==> src/rtl/projectile_pkg.sv <==
// Shared types and constants for the projectile engine.
package projectile_pkg;

    typedef enum logic [1:0] {
        IDLE     = 2'd0,
        FLIGHT   = 2'd1,
        COOLDOWN = 2'd2
    } state_e;

    // Launch offset from the paddle top-left to the shot top-left.
    localparam int LAUNCH_DX = 50;
    localparam int LAUNCH_DY = 20;

    // One bit wider than a screen coordinate so box sums never wrap.
    typedef logic [16:0] coord_t;

    function automatic coord_t to_coord(input logic [15:0] v);
        return {1'b0, v};
    endfunction

endpackage

==> src/rtl/projectile_tick_gen.sv <==
// Free-running movement tick: one-cycle strobe every TICK_DIV clocks.
module tick_gen #(
    parameter int TICK_DIV = 350000
) (
    input  logic clk,
    input  logic rst_n,
    output logic tick_o
);

    localparam int CNT_W = (TICK_DIV > 1) ? $clog2(TICK_DIV) : 1;
    localparam logic [CNT_W-1:0] LAST = CNT_W'(TICK_DIV - 1);

    logic [CNT_W-1:0] cnt_q, cnt_d;

    // Wrap at terminal count, otherwise count up.
    always_comb begin
        cnt_d = (cnt_q == LAST) ? '0 : cnt_q + CNT_W'(1);
    end

    // Counter register.
    always_ff @(posedge clk or negedge rst_n) begin
        if (!rst_n) cnt_q <= '0;
        else        cnt_q <= cnt_d;
    end

    assign tick_o = (cnt_q == LAST);

endmodule

==> src/rtl/projectile.sv <==
// Player projectile engine: launch from the paddle, step right on each
// movement tick, retire on enemy overlap (hit pulse) or at the right edge.
// Optional lockout after retire: define PROJECTILE_COOLDOWN_EN.
//
// state    | meaning
// IDLE     | no shot; fire launches one
// FLIGHT   | shot moving, hit-tested every clock
// COOLDOWN | shot retired, waiting COOLDOWN_TICKS ticks
module projectile
    import projectile_pkg::*;
#(
    parameter int TICK_DIV       = 350000,
    parameter int STEP           = 4,
    parameter int X_LIMIT        = 700,
    parameter int BOX            = 50,
    parameter int PROJ_W         = 8,
    parameter int COOLDOWN_TICKS = 20
) (
    input  logic        clk,
    input  logic        rst_n,
    input  logic        fire_i,
    input  logic [15:0] x_player_i,
    input  logic [15:0] y_player_i,
    input  logic [15:0] x_enemy_i,
    input  logic [15:0] y_enemy_i,
    output logic [15:0] x_proj_o,
    output logic [15:0] y_proj_o,
    output logic        proj_on_o,
    output logic        hit_o,
    output logic        busy_o
);

    state_e      state_q, state_d;
    logic [15:0] x_q, x_d, y_q, y_d;
    logic        on_q, on_d, hit_q, hit_d, busy_q, busy_d;
    logic        tick;
    logic        overlap, at_limit;
    coord_t      xp, yp, xe, ye;

`ifdef PROJECTILE_COOLDOWN_EN
    localparam int CD_W = (COOLDOWN_TICKS > 1) ? $clog2(COOLDOWN_TICKS) : 1;
    localparam logic [CD_W-1:0] CD_LOAD = CD_W'(COOLDOWN_TICKS - 1);
    localparam state_e RETIRE = COOLDOWN;
    logic [CD_W-1:0] cd_q, cd_d;
`else
    localparam state_e RETIRE = IDLE;
    logic unused_cooldown_ticks;
    assign unused_cooldown_ticks = ^COOLDOWN_TICKS;
`endif

    tick_gen #(.TICK_DIV(TICK_DIV)) u_tick (
        .clk    (clk),
        .rst_n  (rst_n),
        .tick_o (tick)
    );

    assign xp = to_coord(x_q);
    assign yp = to_coord(y_q);
    assign xe = to_coord(x_enemy_i);
    assign ye = to_coord(y_enemy_i);

    assign overlap = (xp + coord_t'(PROJ_W) > xe) && (xp < xe + coord_t'(BOX)) &&
                     (yp + coord_t'(PROJ_W) > ye) && (yp < ye + coord_t'(BOX));
    assign at_limit = (xp + coord_t'(STEP) >= coord_t'(X_LIMIT));

    // Next-state and output decode; a hit pre-empts any move or miss.
    always_comb begin
        state_d = state_q;
        x_d     = x_q;
        y_d     = y_q;
        on_d    = on_q;
        hit_d   = 1'b0;
`ifdef PROJECTILE_COOLDOWN_EN
        cd_d    = cd_q;
`endif
        case (state_q)
            IDLE: begin
                if (fire_i) begin
                    x_d     = x_player_i + 16'(LAUNCH_DX);
                    y_d     = y_player_i + 16'(LAUNCH_DY);
                    on_d    = 1'b1;
                    state_d = FLIGHT;
                end
            end
            FLIGHT: begin
                if (overlap) begin
                    hit_d   = 1'b1;
                    on_d    = 1'b0;
                    state_d = RETIRE;
`ifdef PROJECTILE_COOLDOWN_EN
                    cd_d    = CD_LOAD;
`endif
                end else if (tick) begin
                    if (at_limit) begin
                        on_d    = 1'b0;
                        state_d = RETIRE;
`ifdef PROJECTILE_COOLDOWN_EN
                        cd_d    = CD_LOAD;
`endif
                    end else begin
                        x_d = x_q + 16'(STEP);
                    end
                end
            end
`ifdef PROJECTILE_COOLDOWN_EN
            COOLDOWN: begin
                if (tick) begin
                    if (cd_q == '0) state_d = IDLE;
                    else            cd_d    = cd_q - CD_W'(1);
                end
            end
`endif
            default: state_d = IDLE;
        endcase
        busy_d = (state_d != IDLE);
    end

    // State and output registers.
    always_ff @(posedge clk or negedge rst_n) begin
        if (!rst_n) begin
            state_q <= IDLE;
            x_q     <= '0;
            y_q     <= '0;
            on_q    <= 1'b0;
            hit_q   <= 1'b0;
            busy_q  <= 1'b0;
        end else begin
            state_q <= state_d;
            x_q     <= x_d;
            y_q     <= y_d;
            on_q    <= on_d;
            hit_q   <= hit_d;
            busy_q  <= busy_d;
        end
    end

`ifdef PROJECTILE_COOLDOWN_EN
    // Cooldown tick counter, loaded on retire.
    always_ff @(posedge clk or negedge rst_n) begin
        if (!rst_n) cd_q <= '0;
        else        cd_q <= cd_d;
    end
`endif

    assign x_proj_o  = x_q;
    assign y_proj_o  = y_q;
    assign proj_on_o = on_q;
    assign hit_o     = hit_q;
    assign busy_o    = busy_q;

endmodule

==> config.mk <==
export PLATFORM = sky130hd
export DESIGN_NAME = projectile
export DESIGN_NICKNAME = d
export VERILOG_FILES = /design/src/rtl/projectile_pkg.sv /design/src/rtl/projectile_tick_gen.sv /design/src/rtl/projectile.sv
export SDC_FILE = /design/constraint.sdc
export NUM_CORES = 1
export LEC_CHECK = 0
export ABC_AREA = 1
export BUFFER_PORTS_ARGS = -buffer_cell sky130_fd_sc_hd__buf_2
export CORE_AREA = 4 4 109 111
export CTS_CLUSTER_SIZE = 8
export DETAILED_ROUTE_END_ITERATION = 10
export DIE_AREA = 0 0 113 115
export GPL_ROUTABILITY_DRIVEN = 0
export HOLD_SLACK_MARGIN = 0.1
export MAX_ROUTING_LAYER = met4
export PLACE_DENSITY = 0.79
export SETUP_SLACK_MARGIN = 0.3
export SLEW_MARGIN = 20
export SYNTH_ARGS = -nofsm -noshare
export SYNTH_HDL_FRONTEND = slang
export SYNTH_SLANG_ARGS = --single-unit
export TNS_END_PERCENT = 100
==> constraint.sdc <==
create_clock -name clk -period 3.55 [get_ports clk]
set_clock_uncertainty 0.2 [all_clocks]
set_input_delay 0.5325 -clock clk [delete_from_list [all_inputs] [get_ports clk]]
set_output_delay 0.5325 -clock clk [all_outputs]
set_load 0.1 [all_outputs]
# --- Word-level counts from Yosys, hierarchy flattened ---
# Cells that the tools add are included.
op_classes:
  n_reduce_logical: 9
  order_cmp: 5
  n_mux: 18
  n_eq_ne: 8
  n_addsub: 9
ops:
  columns: ["cell", "n"]
  rows:
  - ["16-bit 2-to-1 mux", 4]
  - ["16-bit by 4-bit adder with 17-bit output, second input constant", 2]
  - ["16-bit by 6-bit adder with 17-bit output, second input constant", 2]
  - ["17-bit by 16-bit > comparator with 1-bit output", 2]
  - ["16-bit by 17-bit < comparator with 1-bit output", 2]
  - ["16-bit one-hot mux with 2 select lines", 1]
  - ["19-bit by 1-bit adder with 19-bit output, second input constant", 1]
  - ["19-bit equality test, second input constant", 1]
  - ["19-bit 2-to-1 mux", 1]
  - ["16-bit by 3-bit adder with 17-bit output, second input constant", 1]
  - ["17-bit by 10-bit greater-or-equal comparator with 1-bit output, second input constant", 1]
  - ["16-bit by 3-bit adder with 16-bit output, second input constant", 1]
  - ["16-bit by 5-bit adder with 16-bit output, second input constant", 1]
  - ["16-bit by 6-bit adder with 16-bit output, second input constant", 1]
  - ["2-bit 2-to-1 mux", 4]
  - ["2-bit inequality test, second input constant", 4]
  - ["1-bit 2-to-1 mux", 6]
  - ["3-bit inequality test, second input constant", 2]
  - ["5-bit AND reduction", 1]
  - ["2-bit one-hot mux with 2 select lines", 1]
  - ["4-bit AND reduction", 1]
  - ["2-bit nonzero test", 2]
  - ["1-bit logical AND", 3]
  - ["2-bit by 1-bit equality test with 1-bit output, second input constant", 1]
  - ["3 further kinds", 3]
word_totals:
  output_inout_bits: 35
  elab_cells: 56
  inputBits: 67
  reg_bits: 56

# --- Logic depth before layout (Yosys ltp) ---
# Gate-level depths: netlist (run 1).
depth:
  depth_word: 8
  depth_mapped: 22
  depth_no_buf: 22

# --- By module ---
# A second synthesis (run 1) with hierarchy kept.
unflattened:
  cells_unflattened: 960
  hier_area_um2: 6417.4
modules_own_cells:
  columns: ["mod", "seq_area_each_um2", "n_inst", "cells_per_inst", "area_per_inst_um2"]
  rows:
  - ["projectile", 925.9, 1, 800, 5237.5]
  - ["tick_gen", 475.5, 1, 160, 1179.9]

# --- Least setup slack after synthesis (run 1) ---
# OpenSTA, ideal clock, no wires.
synth_timing:
  path_kind: "register -> register"
  startpoint: "register y_q[4], in the netlist y_proj_o[4]"
  endpoint: "register x_q[9], in the netlist x_proj_o[9]"
  path_stages_with_launch: 22
  slack_ns: -0.105
  period_less_slack_ns: 3.655
  setup_time_ns: 0.123
  arrival_time_ns: 3.332
  n_path_buf: 1
  path_cell_list: "dfrtp_1 > ha_1 > nand2_1 > nor2_1 > nand2_1 > nor3_1 > xnor2_1 > inv_1 > ha_1 > nand2_1 > nor2_1 > nand3_1 > nor2_1 > nand2_1 > nand3_1 > a21oi_1 > nand2_1 > nor2_2 > nand3_2 > clkbuf_1 > nand3_1 > nand2_1"
synth_via:
  elab_chain_cells: 6
  elab_cells_between_ends: 7
  cone_classes: "add/sub (1); order compare (2); eq/ne (1); reduce/logical (3)"
synth_lines:
  columns: ["item", "line_no", "rtl"]
  rows:
  - ["start, declared", "projectile.sv:34", "logic [15:0] x_q, x_d, y_q, y_d;"]
  - ["start signal, assigned", "projectile.sv:130", "y_q <= y_d;"]
  - ["16-bit by 4-bit adder with 17-bit output", "projectile.sv:63", "(yp + coord_t'(PROJ_W) > ye) && (yp < ye + coord_t'(BOX));"]
  - ["17-bit by 16-bit > comparator with 1-bit output", "projectile.sv:63", null]
  - ["1-bit logical AND", "projectile.sv:62", "assign overlap = (xp + coord_t'(PROJ_W) > xe) && (xp < xe + coord_t'(BOX)) &&"]
  - ["1-bit logical AND *", "projectile.sv:63", null]
  - ["2-bit inequality test (no line) *", null, null]
  - ["5-bit AND reduction (no line) *", null, null]
  - ["end signal, assigned", "projectile.sv:122", "x_q <= '0;"]
  - ["end signal, assigned", "projectile.sv:129", "x_q <= x_d;"]
  - ["end, declared", "projectile.sv:34", null]
# Mark *: on every way between the ends. The rest lies on a longest branch, timed or not.
# A chain may end at the register's enable or synchronous reset.

# --- Worst setup path in the final report (run 1) ---
layout_timing:
  startpoint: "register x_q[4], in the netlist x_proj_o[4]"
  endpoint: "register x_q[11], in the netlist x_proj_o[11]"
layout_via:
  elab_chain_cells: 7
  elab_cells_between_ends: 16
  cone_classes: "add/sub (3); order compare (3); eq/ne (2); mux (4); reduce/logical (4)"
layout_lines:
  columns: ["item", "line_no"]
  rows:
  - ["16-bit by 4-bit adder with 17-bit output", "projectile.sv:62"]
  - ["17-bit by 16-bit > comparator with 1-bit output", "projectile.sv:62"]
  - ["1-bit logical AND (2 in series)", "projectile.sv:62"]
  - ["1-bit logical AND", "projectile.sv:63"]
  - ["2-bit inequality test (no line)", null]
  - ["5-bit AND reduction (no line)", null]
# Parallel ways exist; a longest one is shown, timed or not. The select of a mux whose other input is x is not followed.

==> impl_results.md, run 1 <==
* Total Nets Final at 1,208
* Critical path endpoint category: flip-flop
* Netlist cell types at 38
* Row count at 38
* Sw Pwr at between 0.0015 and 0.002 W
* Core footprint at around 11,000 µm²
* Syn Nets at ~1,100
* Met3 global-route usage at between 3 and 4%
* Layout area overhead at 18.79%
* Crit-path max cell delay at roughly 450 ps
* Crit-path max FO at 7
* TritonRoute pass-1 iters at 5
* # DRC at 0
* Max Slew Vio Count at 0
* Average size of a mapped cell at 6.512 µm²
* Met2 Use GR at 37.32%
* Mapped Cells at 948
* Pleak at about 4 nW
* Cts bufs inserted at 5
* Hpwl dp at between 10,000 and 15,000 µm
* Initial antenna violation count at 0
* Final Setup Violations at 0
* Synthesis Warnings at 0
* Max-cap violations at 0
* Met1 Use GR at between 30% and 40%
* I/O pins at between 100 and 150
* Final period utilization at about nine tenths
* Post-synthesis register bit count at 56
* Final WL at 16,160 µm
* VDD IR max at 0.4310 mV
* Vias per cell at about 5.2
* I/O Buffers at just over 100
* Vias in the first global route at about 5,700
* Slowest stage cell on the critical path: dfrtp_4
* Worst Tran Pin Value at about 970 ps
* Hold/Removal Path Class: input pin to async pin
* Max-slew headroom at 35.45%
* Sw Ratio at between 50% and 60%
* Die extent in y at 115 µm
* Flop pwr share at between 20% and 30%
* Critical path's top delay family: simple AND/OR/NAND/NOR gates
* Fill count at slightly above 900
* GRT Max-Usage Layer: met2
* Synthesized cell area at around 6200 µm²
* Clk root buf: clkbuf_8
* ANT cells at 0
* CTS H-tree depth at 2
* Internal at 0.001510 W
* CP arrival at between 3000 and 4000 ps
* Fin Setup TNS at 0 ps
* Crit-path cells: ha_2 -> nand3_2 -> inv_2 -> nand2_1 -> nor2_1 -> xor2_1 -> ha_1 -> and3_4 -> nand2_1 -> nor2_1 -> nand2_1 -> a21oi_1 -> nand2_1 -> nor2_2 -> nand3_4 -> nand2_2 -> nand2_1 -> nand2_1
* Clock Sinks at 56
* Detail Route Antenna Nets at 0
* Starting density of the core at 57.20%
* Setup CP Type: flip-flop to flip-flop
* CP bufs+invs at 1
* Final Hold Violating Endpoints at 0
* Clock power share at a little over a tenth
* Tmin final at 3158 ps
* Status: finished clean
* Post-DR wirelength/cell at ~13 µm
* CTS tree: done
* Total gr overflow at 0
* Sequential area share after synthesis at between 20 and 25%
* Share of cells above drive strength 1 at 19.23%
* Post-CTS Hold Buffers at 0
* Die area at approximately 13,000 µm²
* Global Route Usage Sum at between 20 and 25%
* Max clock buf depth at 2
* Worst hold slack at approximately 180 ps
* Chip width at between 100 and 150 µm
* Vias at between 6,000 and 7,000
* PwrDens at ~460 nW/µm²
* Crit path launch type: flip-flop
* Setup WS post-layout at slightly below 400 ps
* Iter 0 DRT Violations at between 500 and 600
* CP Data Required Time at ~3600 ps
* Global-route wire length before repair at between 20,000 and 30,000 µm
* Fmax at 316.6 MHz
* Setup WS pre-CTS at 9.234 ps
* Comb power frac at approximately 62%
* Unrepaired setup endpoints after global routing: no
* Clock-pin transition on the worst setup and hold timing paths at around 100 ps
* Most used cell along the critical path: nand2_1
* Worst-skew pair later-pin latency at 310 ps
* Pin count of the biggest net entering global routing at between 40 and 50
[final cells by class]
| cell class | instances | area (µm²) | share of cell area, % |
|---|---|---|---|
| sequential | 56 | 1439 | 19.62 |
| multi-input combinational | 730 | 4349 | 59.31 |
| inverter | 150 | 563.0 | 7.678 |
| tap | 140 | 175.2 | 2.389 |
| clock buffer | 8 | 90.09 | 1.228 |
| timing repair buffer | 127 | 716.9 | 9.776 |
[cell usage in the layout, fill, tap and decap left out, drive strengths merged]
cell type	Yosys	routed
a211oi	1	1
a21o	5	5
a21oi	37	37
a221oi	1	1
a31oi	2	2
and3	7	7
buf	5	127
clkbuf	8	8
conb	1	1
dfrtp	56	56
ha	71	71
inv	150	150
nand2	266	267
nand3	67	67
nand3b	3	3
nand4	29	29
nor2	103	103
nor3	16	16
nor3b	1	1
nor4	7	7
o211ai	1	1
o21a	3	3
o21ai	36	36
o21bai	2	2
o221a	1	1
o22ai	3	3
o31ai	1	1
or2	2	2
xnor2	8	8
xor2	55	55
[metal layers]
layer  vias to the layer above  part of all wire, %
li1                       3293                    -
met1                      2833                   49
met2                       204                   43
met3                        16                  7.0
met4                         0                  1.0
met5                         -                    0
[sequential cells by signal (all words and copies together), names as in the netlist]
signal / flops
hit_o: 1
y_proj_o: 16
u_tick.cnt_q: 19
x_proj_o: 16
busy_o: 1
proj_on_o: 1
state_q: 2
[per-stage QoR]
stage / instance area [µm²] / cells / utilization, % / total power, W
after floorplan: 6211 / 948 / - / 0.002473
after detailed placement: 6914 / 1188 / 64.06 / 0.002921
final: 7333 / 1211 / 67.95 / 0.003405
after global routing: 7333 / 1211 / 67.95 / 0.003667
after CTS: 7009 / 1196 / 64.94 / 0.003282
after global placement: 6914 / 1188 / 64.06 / 0.002887
[timing repair]
action | 4_1_cts | 5_1_grt
setup buffers | 0 | 13
cloned | 0 | 2
setup endpoints to repair | 2 | 18
resized for setup | 1 | 48
pin swaps | 0 | 24
[Yosys cell counts, drive strengths merged]
| cell | instances | area share, % |
|---|---|---|
| o22ai | 3 | 0.30 |
| ha | 71 | 14 |
| conb | 1 | 0.061 |
| xnor2 | 8 | 1.1 |
| nand3b | 3 | 0.36 |
| xor2 | 55 | 7.8 |
| o31ai | 1 | 0.12 |
| and3 | 7 | 0.71 |
| dfrtp | 56 | 23 |
| nor3 | 16 | 1.3 |
| o211ai | 1 | 0.12 |
| a21o | 5 | 0.61 |
| a211oi | 1 | 0.12 |
| o21a | 3 | 0.36 |
| inv | 150 | 9.1 |
| o21ai | 36 | 3.1 |
| clkbuf | 8 | 0.51 |
| nand3 | 67 | 5.7 |
| nand4 | 29 | 2.9 |
| nand2 | 266 | 16 |
| a21oi | 37 | 3.0 |
| a31oi | 2 | 0.20 |
| o21bai | 2 | 0.24 |
| nor3b | 1 | 0.12 |
| buf | 5 | 0.59 |
| nor2 | 103 | 6.9 |
| or2 | 2 | 0.20 |
| o221a | 1 | 0.18 |
| a221oi | 1 | 0.14 |
| nor4 | 7 | 0.71 |
[power by group through the flow]
stage	logic, W	registers (W)	clock network [W]
2_1_floorplan	0.000909	0.00156	0
3_3_place_gp	0.00194	0.000952	0
3_5_place_dp	0.00197	0.000953	0
4_1_cts	0.00198	0.000941	0.000366
5_1_grt	0.00232	0.000947	0.000395
6_report	0.00212	0.000929	0.000360
[final timing paths]
kind	start	end	slack, ps	cells past startpoint
max in group asynchronous	rst_n	u_tick.cnt_q[17]$_DFF_PN0_	2230	2
max	x_proj_o[4]$_DFFE_PN0P_	x_proj_o[11]$_DFFE_PN0P_	390	18
max reg2reg	x_proj_o[4]$_DFFE_PN0P_	x_proj_o[11]$_DFFE_PN0P_	390	18
min	rst_n	y_proj_o[5]$_DFFE_PN0P_	180	1
min reg2reg	u_tick.cnt_q[0]$_DFF_PN0_	u_tick.cnt_q[0]$_DFF_PN0_	270	1
min in group clk	x_player_i[0]	x_proj_o[0]$_DFFE_PN0P_	220	3
[kinds of logic (layout without fill, tap and decap cells)]
group / Yosys count / after routing / synth area share (%)
AND/OR/NAND/NOR: 501 / 502 / 35.18
adder cells (fa/ha/maj): 71 / 71 / 14.39
AO/OA/AOI/OAI: 93 / 93 / 8.513
other: 1 / 1 / 0.06074
buffers and inverters: 163 / 285 / 10.21
XOR/XNOR: 63 / 63 / 8.938
flip-flops: 56 / 56 / 22.70
Note: power is estimated with default switching activity, not from simulation.
==> run 2: changes to the inputs <==
--- a/config.mk
+++ b/config.mk
@@ -15,6 +15,7 @@
 export HOLD_SLACK_MARGIN = 0.1
 export MAX_ROUTING_LAYER = met4
 export PLACE_DENSITY = 0.79
+export RECOVER_POWER = 100
 export SETUP_SLACK_MARGIN = 0.3
 export SLEW_MARGIN = 20
 export SYNTH_ARGS = -nofsm -noshare
==> run 2 against run 1 <==
Against the previous run:
- the flow now finishes with violations (max-capacitance violations, max-slew violations)
- via count increased by 0.46%
- register-to-register slack barely moved
- fmax decreased by 0.30%
- global-route usage is the same
- critical path type unchanged
- critical endpoint unchanged
- largest power group unchanged
==> impl_results.md, run 2 (synthesis gave the netlist of run 1 again) <==
* Post-DR wirelength/cell at roughly 13 µm
* I/O pins at 102
* Total Nets Final at between 1,000 and 1,500
* # DRC at 0
* Vias per cell at ~5.3
* Final Hold Violating Endpoints at 0
* Unrepaired setup endpoints after global routing: no
* Met3 global-route usage at under 10%
* Max reg flops at 19
* CP arrival at ~3200 ps
* Clock Sinks at 56
* Total gr overflow at 0
* Crit path launch type: flip-flop
* Worst Tran Pin Value at 2351 ps
* Worst-skew pair later-pin latency at around 310 ps
* Hpwl dp at approximately 13,000 µm
* Chip width at around 110 µm
* Pleak at around 3.9 nW
* CP Data Required Time at about 3600 ps
* Clk root buf: clkbuf_8
* Met1 Use GR at around 36%
* Slowest stage cell on the critical path: dfrtp_4
* PwrDens at 464.6 nW/µm²
* Clock-pin transition on the worst setup and hold timing paths at approximately 100 ps
* Max-slew headroom at -56.75%
* Vias in the first global route at approximately 5,700
* Core footprint at 10,790 µm²
* Critical path endpoint category: flip-flop
* Max clock buf depth at 2
* Met2 Use GR at approximately 37%
* Fill count at ~950
* Global-route wire length before repair at 26,010 µm
* Finished Layout Cells at 1,211
* Status: finished, violations left
* I/O Buffers at around 100
* Pin count of the biggest net entering global routing at 44
* Fmax at about 320 MHz
* Most common cell after layout, fill and taps aside: nand2_1
* Final period utilization at a little under 90%
* Biggest register: u_tick.cnt_q
* Cts bufs inserted at 5
* Post-CTS Hold Buffers at 0
* Crit-path max cell delay at roughly 450 ps
* Final Setup Violations at 0
* CTS tree: done
* Row count at 38
* Failing checks: max-capacitance violations, max-slew violations
* Area of combinational cells with multiple inputs at 4332 µm²
* TritonRoute pass-1 iters at 5
* Tmin final at 3168 ps
* Share of cells above drive strength 1 at 15.13%
* GRT Max-Usage Layer: met2
* Die area at around 13,000 µm²
* Sequential Area at between 1000 and 1500 µm²
* Starting density of the core at around 57%
* Layout area overhead at 17.57%
* ANT cells at 0
* Hold/Removal Path Class: input pin to flip-flop
* Iter 0 DRT Violations at between 500 and 600
* Vias at about 6,400
* CTS H-tree depth at 2
* Final WL at 16,190 µm
* Setup CP Type: flip-flop to flip-flop
* Most used cell along the critical path: nand2_1
* Detail Route Antenna Nets at 0
* Global Route Usage Sum at between 20% and 30%
* Initial antenna violation count at 0
* Max-cap violations at 1
* Crit-path cells: ha_2 -> nand3_2 -> inv_2 -> nand2_1 -> nor2_1 -> xor2_1 -> ha_1 -> and3_4 -> nand2_1 -> nor2_1 -> nand2_1 -> a21oi_1 -> nand2_1 -> nor2_2 -> nand3_4 -> nand2_2 -> nand2_1 -> nand2_1
* Commonest non-fill, non-tap cells in the layout: nand2_1 (255), inv_1 (149), nor2_1 (91), ha_1 (65), buf_2 (62)
* VDD IR max at about 0.41 mV
* Crit-path max FO at 7
* Max Slew Vio Count at 44
* Die extent in y at approximately 120 µm
* Fin Setup TNS at 0 ps
* Placed Cells incl. Taps at approximately 1,200
-- run 2: area by class of cell --
class / instances / area share, %
Inverter: 150 / 7.757
Clock buffer: 8 / 1.241
Tap cell: 140 / 2.413
Sequential cell: 56 / 19.82
Multi-Input combinational cell: 730 / 59.68
Timing Repair Buffer: 127 / 9.085
-- run 2: through the flow --
step                      setup slack, ps  util [%]  hold WS [ps]  power (W)  cell area, µm²
final                               382.1     67.25         222.6   0.003372            7258
after global routing                123.5     67.25         234.7   0.003635            7258
after CTS                           315.4     64.94         198.1   0.003282            7009
after detailed placement            9.234     64.06         260.1   0.002921            6914
after global placement              124.1     64.06         255.1   0.002887            6914
after floorplan                     305.1         -         36.91   0.002473            6211
-- run 2: per-layer routing --
layer | part of all wire, % | wire (µm) | vias up
li1 | - | - | 3296
met1 | 48 | 7844 | 2855
met2 | 43 | 7033 | 210
met3 | 7.1 | 1151 | 14
met4 | 0.99 | 161 | 0
met5 | 0 | 0 | -
-- run 2: worst paths after layout --
check	slack, ps	cells after the start	endpoint	startpoint
min in group asynchronous	730	1	y_proj_o[11]$_DFFE_PN0P_	rst_n
worst max-delay path	380	18	x_proj_o[11]$_DFFE_PN0P_	x_proj_o[4]$_DFFE_PN0P_
worst min register to register	270	1	u_tick.cnt_q[0]$_DFF_PN0_	u_tick.cnt_q[0]$_DFF_PN0_
worst min-delay path	220	3	x_proj_o[0]$_DFFE_PN0P_	x_player_i[0]
max in group asynchronous	770	1	x_proj_o[3]$_DFFE_PN0P_	rst_n
worst max register to register	380	18	x_proj_o[11]$_DFFE_PN0P_	x_proj_o[4]$_DFFE_PN0P_
-- run 2: report_power, final --
group / switching, W / internal (W)
combinational: 0.00151 / 0.000569
clock: 0.000198 / 0.000160
sequential: 0.000182 / 0.000750
total: 0.00189 / 0.00148
-- run 2: repair_timing --
item,4_1_cts,5_1_grt
gates resized for setup,1,48
cloned,0,2
setup buffers,0,13
pin swaps,0,24
endpoints found under the setup margin,2,18
-- run 2: worst max-delay path: cells and delay by family (launching register included) --
kind            cells  cell delay, ps
buf+inv             1             110
fa+ha+maj           2             540
compound gates      1             150
xor+xnor            1             100
flops               1             450
simple gates       13            1540
